## src/rtl/fifo_rd_packer_pkg.sv

```systemverilog
// Shared types for the read-side packer: FSM encoding and lane-counter sizing.
// Latency: n/a (package only).
// Backpressure: n/a (package only).
package fifo_rd_packer_pkg;

    typedef enum logic [1:0] {
        S_RUN   = 2'd0,
        S_DRAIN = 2'd1,
        S_PUSH  = 2'd2
    } state_t;

    // Smallest w with 2**w >= n; sizes the lane counter.
    function automatic int clog2(input int n);
        int w;
        w = 0;
        while ((1 << w) < n) begin
            w = w + 1;
        end
        return w;
    endfunction

endpackage

```

## src/rtl/stream_buf2.sv

```systemverilog
// Two-entry valid/ready holding buffer, head entry drives the output stream.
// Latency: a push into an empty buffer is visible at head_data the next cycle.
// Backpressure: caller must not push while count==2 unless popping the same cycle.
//   rd_clk/rst : clock and synchronous active-high reset
//   push, push_data : write one entry
//   pop        : remove head entry (ignored when empty)
//   count      : occupancy 0..2
//   head_data  : oldest entry
module stream_buf2 #(
    parameter int width = 8
) (
    input  logic             rd_clk,
    input  logic             rst,
    input  logic             push,
    input  logic [width-1:0] push_data,
    input  logic             pop,
    output logic [1:0]       count,
    output logic [width-1:0] head_data
);

    logic [width-1:0] ent0;
    logic [width-1:0] ent1;
    logic             pop_ok;

    assign pop_ok    = pop & (count != 2'd0);
    assign head_data = ent0;

    always_ff @(posedge rd_clk) begin
        if (rst) begin
            count <= 2'd0;
            ent0  <= '0;
            ent1  <= '0;
        end else begin
            case ({push, pop_ok})
                2'b10: begin
                    if (count == 2'd0) begin
                        ent0  <= push_data;
                        count <= 2'd1;
                    end else if (count == 2'd1) begin
                        ent1  <= push_data;
                        count <= 2'd2;
                    end
                end
                2'b01: begin
                    ent0  <= ent1;
                    count <= count - 2'd1;
                end
                2'b11: begin
                    // Occupancy unchanged; the new entry goes behind whatever stays.
                    if (count == 2'd1) begin
                        ent0 <= push_data;
                    end else begin
                        ent0 <= ent1;
                        ent1 <= push_data;
                    end
                end
                default: begin
                end
            endcase
        end
    end

    a_no_overflow: assert property (@(posedge rd_clk) disable iff (rst)
        !(push && (count == 2'd2) && !pop));

endmodule

```

## src/rtl/fifo_rd_packer.sv

```systemverilog
// Packs pack_num narrow FIFO words into one wide word; flush emits a partial word with keep mask.
// Latency: read accepted at t lands at t+1; a word completed at t+1 is valid at t+2 (empty buffer).
// Backpressure: reads are credit-gated on buffer space only; m_ready has no path to rd_en.
//   rd_clk, rst            : clock, synchronous active-high reset
//   fifo_empty, rd_data    : FIFO read side (data valid one cycle after an accepted read)
//   rd_en                  : FIFO read request
//   flush, flush_busy      : partial-word flush request / in progress
//   m_data, m_keep         : packed word and lane-valid mask (lane 0 in the low bits)
//   m_valid, m_ready       : output stream handshake
module fifo_rd_packer
    import fifo_rd_packer_pkg::*;
#(
    parameter int data_width = 8,
    parameter int pack_num   = 4
) (
    input  logic                           rd_clk,
    input  logic                           rst,
    input  logic                           fifo_empty,
    input  logic [data_width-1:0]          rd_data,
    output logic                           rd_en,
    input  logic                           flush,
    output logic                           flush_busy,
    output logic [data_width*pack_num-1:0] m_data,
    output logic [pack_num-1:0]            m_keep,
    output logic                           m_valid,
    input  logic                           m_ready
);

    localparam int out_width = data_width * pack_num;
    localparam int lane_w    = clog2(pack_num);
    localparam logic [lane_w-1:0] last_lane = lane_w'(pack_num - 1);

    state_t                          state;
    state_t                          state_nxt;
    logic                            rd_vld_d;
    logic [lane_w-1:0]               lane_cnt;
    logic [out_width-1:0]            pack_q;
    logic [1:0]                      out_cnt;
    logic                            acc;
    logic                            inflight_word;
    logic                            credit_ok;
    logic                            land_full;
    logic                            part_push;
    logic                            buf_push;
    logic                            pop;
    logic [out_width-1:0]            full_word;
    logic [out_width-1:0]            part_word;
    logic [out_width-1:0]            lane_mask;
    logic [pack_num-1:0]             part_keep;
    logic [out_width+pack_num-1:0]   push_dat;
    logic [out_width+pack_num-1:0]   head_dat;

    assign acc           = rd_en & ~fifo_empty;
    assign inflight_word = rd_vld_d & (lane_cnt == last_lane);
    assign land_full     = inflight_word;
    // Room for the word the in-flight byte may complete plus what is already buffered.
    assign credit_ok     = (out_cnt == 2'd0) | ((out_cnt == 2'd1) & ~inflight_word);
    assign m_valid       = (out_cnt != 2'd0);
    assign pop           = m_valid & m_ready;

    // Partial word: only lanes below lane_cnt hold data of the current word.
    always_comb begin
        part_keep = '0;
        lane_mask = '0;
        for (int i = 0; i < pack_num; i++) begin
            part_keep[i] = (lane_w'(i) < lane_cnt);
            lane_mask[i*data_width +: data_width] = {data_width{lane_w'(i) < lane_cnt}};
        end
    end

    always_comb begin
        full_word = pack_q;
        full_word[out_width-1 -: data_width] = rd_data;
    end

    assign part_word = pack_q & lane_mask;
    assign buf_push  = land_full | part_push;
    assign push_dat  = land_full ? {{pack_num{1'b1}}, full_word} : {part_keep, part_word};

    // FSM: state register
    always_ff @(posedge rd_clk) begin
        if (rst) begin
            state <= S_RUN;
        end else begin
            state <= state_nxt;
        end
    end

    // FSM: next state
    always_comb begin
        state_nxt = state;
        case (state)
            S_RUN: begin
                if (flush) begin
                    state_nxt = S_DRAIN;
                end
            end
            S_DRAIN: begin
                if (!rd_vld_d) begin
                    state_nxt = (lane_cnt == '0) ? S_RUN : S_PUSH;
                end
            end
            S_PUSH: begin
                if (part_push) begin
                    state_nxt = S_RUN;
                end
            end
            default: state_nxt = S_RUN;
        endcase
    end

    // FSM: outputs. rd_en is held low during reset so no byte is consumed and dropped.
    always_comb begin
        rd_en      = ~rst & ~fifo_empty & (state == S_RUN) & ~flush & credit_ok;
        flush_busy = (state != S_RUN);
        part_push  = (state == S_PUSH) & ((out_cnt != 2'd2) | pop);
    end

    always_ff @(posedge rd_clk) begin
        if (rst) begin
            rd_vld_d <= 1'b0;
            lane_cnt <= '0;
            pack_q   <= '0;
        end else begin
            rd_vld_d <= acc;
            if (part_push) begin
                lane_cnt <= '0;
            end else if (rd_vld_d) begin
                pack_q[lane_cnt*data_width +: data_width] <= rd_data;
                lane_cnt <= (lane_cnt == last_lane) ? '0 : lane_cnt + lane_w'(1);
            end
        end
    end

    stream_buf2 #(
        .width(out_width + pack_num)
    ) u_buf (
        .rd_clk    (rd_clk),
        .rst       (rst),
        .push      (buf_push),
        .push_data (push_dat),
        .pop       (pop),
        .count     (out_cnt),
        .head_data (head_dat)
    );

    assign m_data = head_dat[out_width-1:0];
    assign m_keep = head_dat[out_width +: pack_num];

endmodule
```

## config.mk

```make
export PLATFORM = sky130hd
export DESIGN_NAME = fifo_rd_packer
export DESIGN_NICKNAME = d
export VERILOG_FILES = /design/src/rtl/fifo_rd_packer_pkg.sv /design/src/rtl/stream_buf2.sv /design/src/rtl/fifo_rd_packer.sv
export SDC_FILE = /design/constraint.sdc
export NUM_CORES = 1
export LEC_CHECK = 0
export CAP_MARGIN = 10
export CORE_ASPECT_RATIO = 1.5
export CORE_MARGIN = 10
export CORE_UTILIZATION = 30
export CTS_CLUSTER_DIAMETER = 200
export DETAILED_ROUTE_END_ITERATION = 12
export PLACE_DENSITY = 0.58
export SYNTH_ARGS = -nofsm -noshare
export SYNTH_HDL_FRONTEND = slang
export SYNTH_HIERARCHICAL = 1
export SYNTH_SLANG_ARGS = --single-unit
```

## constraint.sdc

```tcl
create_clock -name rd_clk -period 2.43 [get_ports rd_clk]
set_input_delay 0.486 -clock rd_clk [delete_from_list [all_inputs] [get_ports rd_clk]]
set_output_delay 0.486 -clock rd_clk [all_outputs]
set_load 0.02 [all_outputs]
```

==> flow_summary.ini <==
[status]
status = finished clean

[clock_network]
clock-sinks = 103
cts_setup_buffers = 0
numCtsBuffers = 9
ctsHoldBuffers = 0
clock-root-buffer = clkbuf_16
clk_pin_slew_ns = 0.06
clk_latency_ns = 0.35
htreeDepth = 3
cts_tree = yes
clockBufferDepth = 2

[global_route]
antenna_found_initial = 0
grt_pass1_wl_mm = 20.00
grt_max_degree = 63
grt_pass1_vias = 4032
grt_usage_pct = 11.66
grt_overflow = 0

[worst_setup_path]
cp-end-kind = output port
worst_setup_path_start_kind = primary input
arrival_ns = 1.88
worstPathMaxFanout = 2
criticalPathCategory = primary input to output port
crit_required_ns = 1.94

[timing]
fin_crit_sh_pct = 97.29
fin_crit_ns = 2.364
setup_tns_ns = 0
rsz0062_at_grt = false
setup_viol = 0
relSlewSlack_pct = 55.99
hold_violations = 0
max_freq_mhz = 423.0
fin_skew_ns = 0.006423
drv_slew = 0
tightest_slew_ns = 0.6577

[route]
routed_wl_mm = 12.01
drt-wirelength-per-cell_um = 14.47
via_count = 3967
ant_nets = 0
drc = 0
viasPerCell = 4.780
first_pass_iters = 4
first_iter_violations = 205

[power_and_ir_drop]
pwr_density_cell_mw_per_mm2 = 580.2
p_comb_share_pct = 5.1
internal_power_w = 0.002697
seq_power_share_pct = 50.0
switchingPower_w = 0.0007243
swShare_pct = 21.17
peakVddDrop_mv = 0.2943
pwr-share-clk_pct = 45.0
leakage_nw = 1.856

[logic_synthesis]
ys_ff_latch = 103
synth_cell_types = 40
async_flop_share_pct = 0
synth_edf_count = 0
synth_nets = 594
synth_ff_type = dfxtp_1
yosys_warnings = 6
avgSynthCellArea_um2 = 8.253
ys_seq_area_share_pct = 43.68
netlist_instances = 572
netlist_area_mm2 = 0.004721

[floorplan]
die_area_mm2 = 0.02126
die_w_um = 122.4
coreArea_mm2 = 0.01555
fp.dieH_um = 173.6
rows = 56
io_pins = 52
start_util_pct = 30.35

[placed_design]
io_buffer_count = 51
place_inst = 814
gp_congestion = 0.8109
dp_hpwl_mm = 8.504

[final_layout]
final_cell_mix = nand2_1 (161), dfxtp_1 (103), clkdlybuf4s50_1 (49), nor2_1 (46), a311oi_1 (36)
drive_gt1_share_pct = 9.569
fin_nets = 645
layout.cells.non_filler = 830
fin_util_pct = 37.91
final_common_cell = nand2_1
area_delta_synth_final_pct = 24.91
antennaDiodeCount = 0

[run]
drv_cap = 0

[hold_path]
hold_path.class = flop to flop
cell type report:
cell class | count | area, um^2
fillers | 1600 | 9658
multi-input cells | 425 | 2479
flip-flops and latches | 103 | 2062
repair buffers | 78 | 767.0
well taps | 203 | 254.0
clock buffers | 11 | 242.7
clock inverters | 4 | 70.07
inverters | 6 | 22.52
layer usage:
layer | routed length (um) | global-route usage (%) | vias up | share of wire (%)
li1 | - | - | 2011 | -
met2 | 6103 | 20.25 | 75 | 51
met1 | 5090 | 12.86 | 1856 | 42
met3 | 419 | 2.119 | 25 | 3.5
met5 | 0 | 0 | - | 0
met4 | 398 | 6.502 | 0 | 3.3
power groups by stage:
stage | clock network [W] | registers, W | logic, W
2_1_floorplan | 0 | 0.00176 | 0.0000895
3_3_place_gp | 0 | 0.00175 | 0.000171
3_5_place_dp | 0 | 0.00175 | 0.000172
4_1_cts | 0.00159 | 0.00171 | 0.000175
5_1_grt | 0.00165 | 0.00171 | 0.000188
6_report | 0.00154 | 0.00171 | 0.000173
worst paths after layout:
check / from / endpoint / slack (ns) / cells after the start
hold / removal: u_buf/ent1[9]$_SDFFE_PP0P_ / u_buf/ent1[9]$_SDFFE_PP0P_ / 0.45 / 2
setup / recovery: fifo_empty / rd_en / 0.07 / 4
setup reg to reg: lane_cnt[0]$_SDFFE_PP0P_ / u_buf/count[1]$_SDFFE_PP0P_ / 0.31 / 6
hold reg to reg: u_buf/ent1[9]$_SDFFE_PP0P_ / u_buf/ent1[9]$_SDFFE_PP0P_ / 0.45 / 2
synthesized netlist by cell type, types with 6 or more instances:
cell type	n	share of area (%)
a21oi_1	32	3.4
a311oi_1	36	6.7
and2_1	9	1.2
and3_1	8	1.1
buf_2	10	1.1
buf_4	6	0.95
clkbuf_1	19	1.5
dfxtp_1	103	44
ha_1	9	2.4
inv_1	6	0.48
mux2i_1	34	7.2
nand2_1	162	13
nand2b_1	26	3.4
nor2_1	46	3.7
nor2b_1	30	4.0
critical path, cell delays in order:
cell and delay [ns]:
clkdlybuf4s50_1 0.40, or4_4 0.53, a2111oi_4 0.27, buf_4 0.19
logic make-up after synthesis:
kind of cell,Yosys count,synth area share (%)
buffers and inverters,44,4.638
AOI/OAI and AO/OA,81,12.64
DFF,103,43.68
and+or+nand+nor,301,29.45
adders and majority gates,9,2.385
muxes,34,7.209
registers in the layout, indices dropped and copies added, names as in the netlist:
| name | cells |
|---|---|
| u_buf/count | 2 |
| lane_cnt | 2 |
| rd_vld_d | 1 |
| state | 2 |
| u_buf/head_data | 36 |
| pack_q | 24 |
| u_buf/ent1 | 36 |
timing repair:
item,CTS,global route
setup endpoints to repair,1,68
cloned,0,1
resized for setup,9,9
pin swaps,1,1
through the flow:
| stage | setup WS (ns) | hold WS (ns) | power (W) | area [um^2] |
|---|---|---|---|---|
| after detailed placement | -0.5703 | 0.4468 | 0.001920 | 5532 |
| after CTS | 0.001633 | 0.4560 | 0.003471 | 5863 |
| final | 0.06597 | 0.4545 | 0.003421 | 5897 |
| after global routing | 0.006511 | 0.4725 | 0.003547 | 5897 |
| after global placement | -0.5552 | 0.4413 | 0.001918 | 5532 |
| after floorplan | 0.04582 | 0.4366 | 0.001845 | 4721 |
Power figures use the tool's default switching activity.
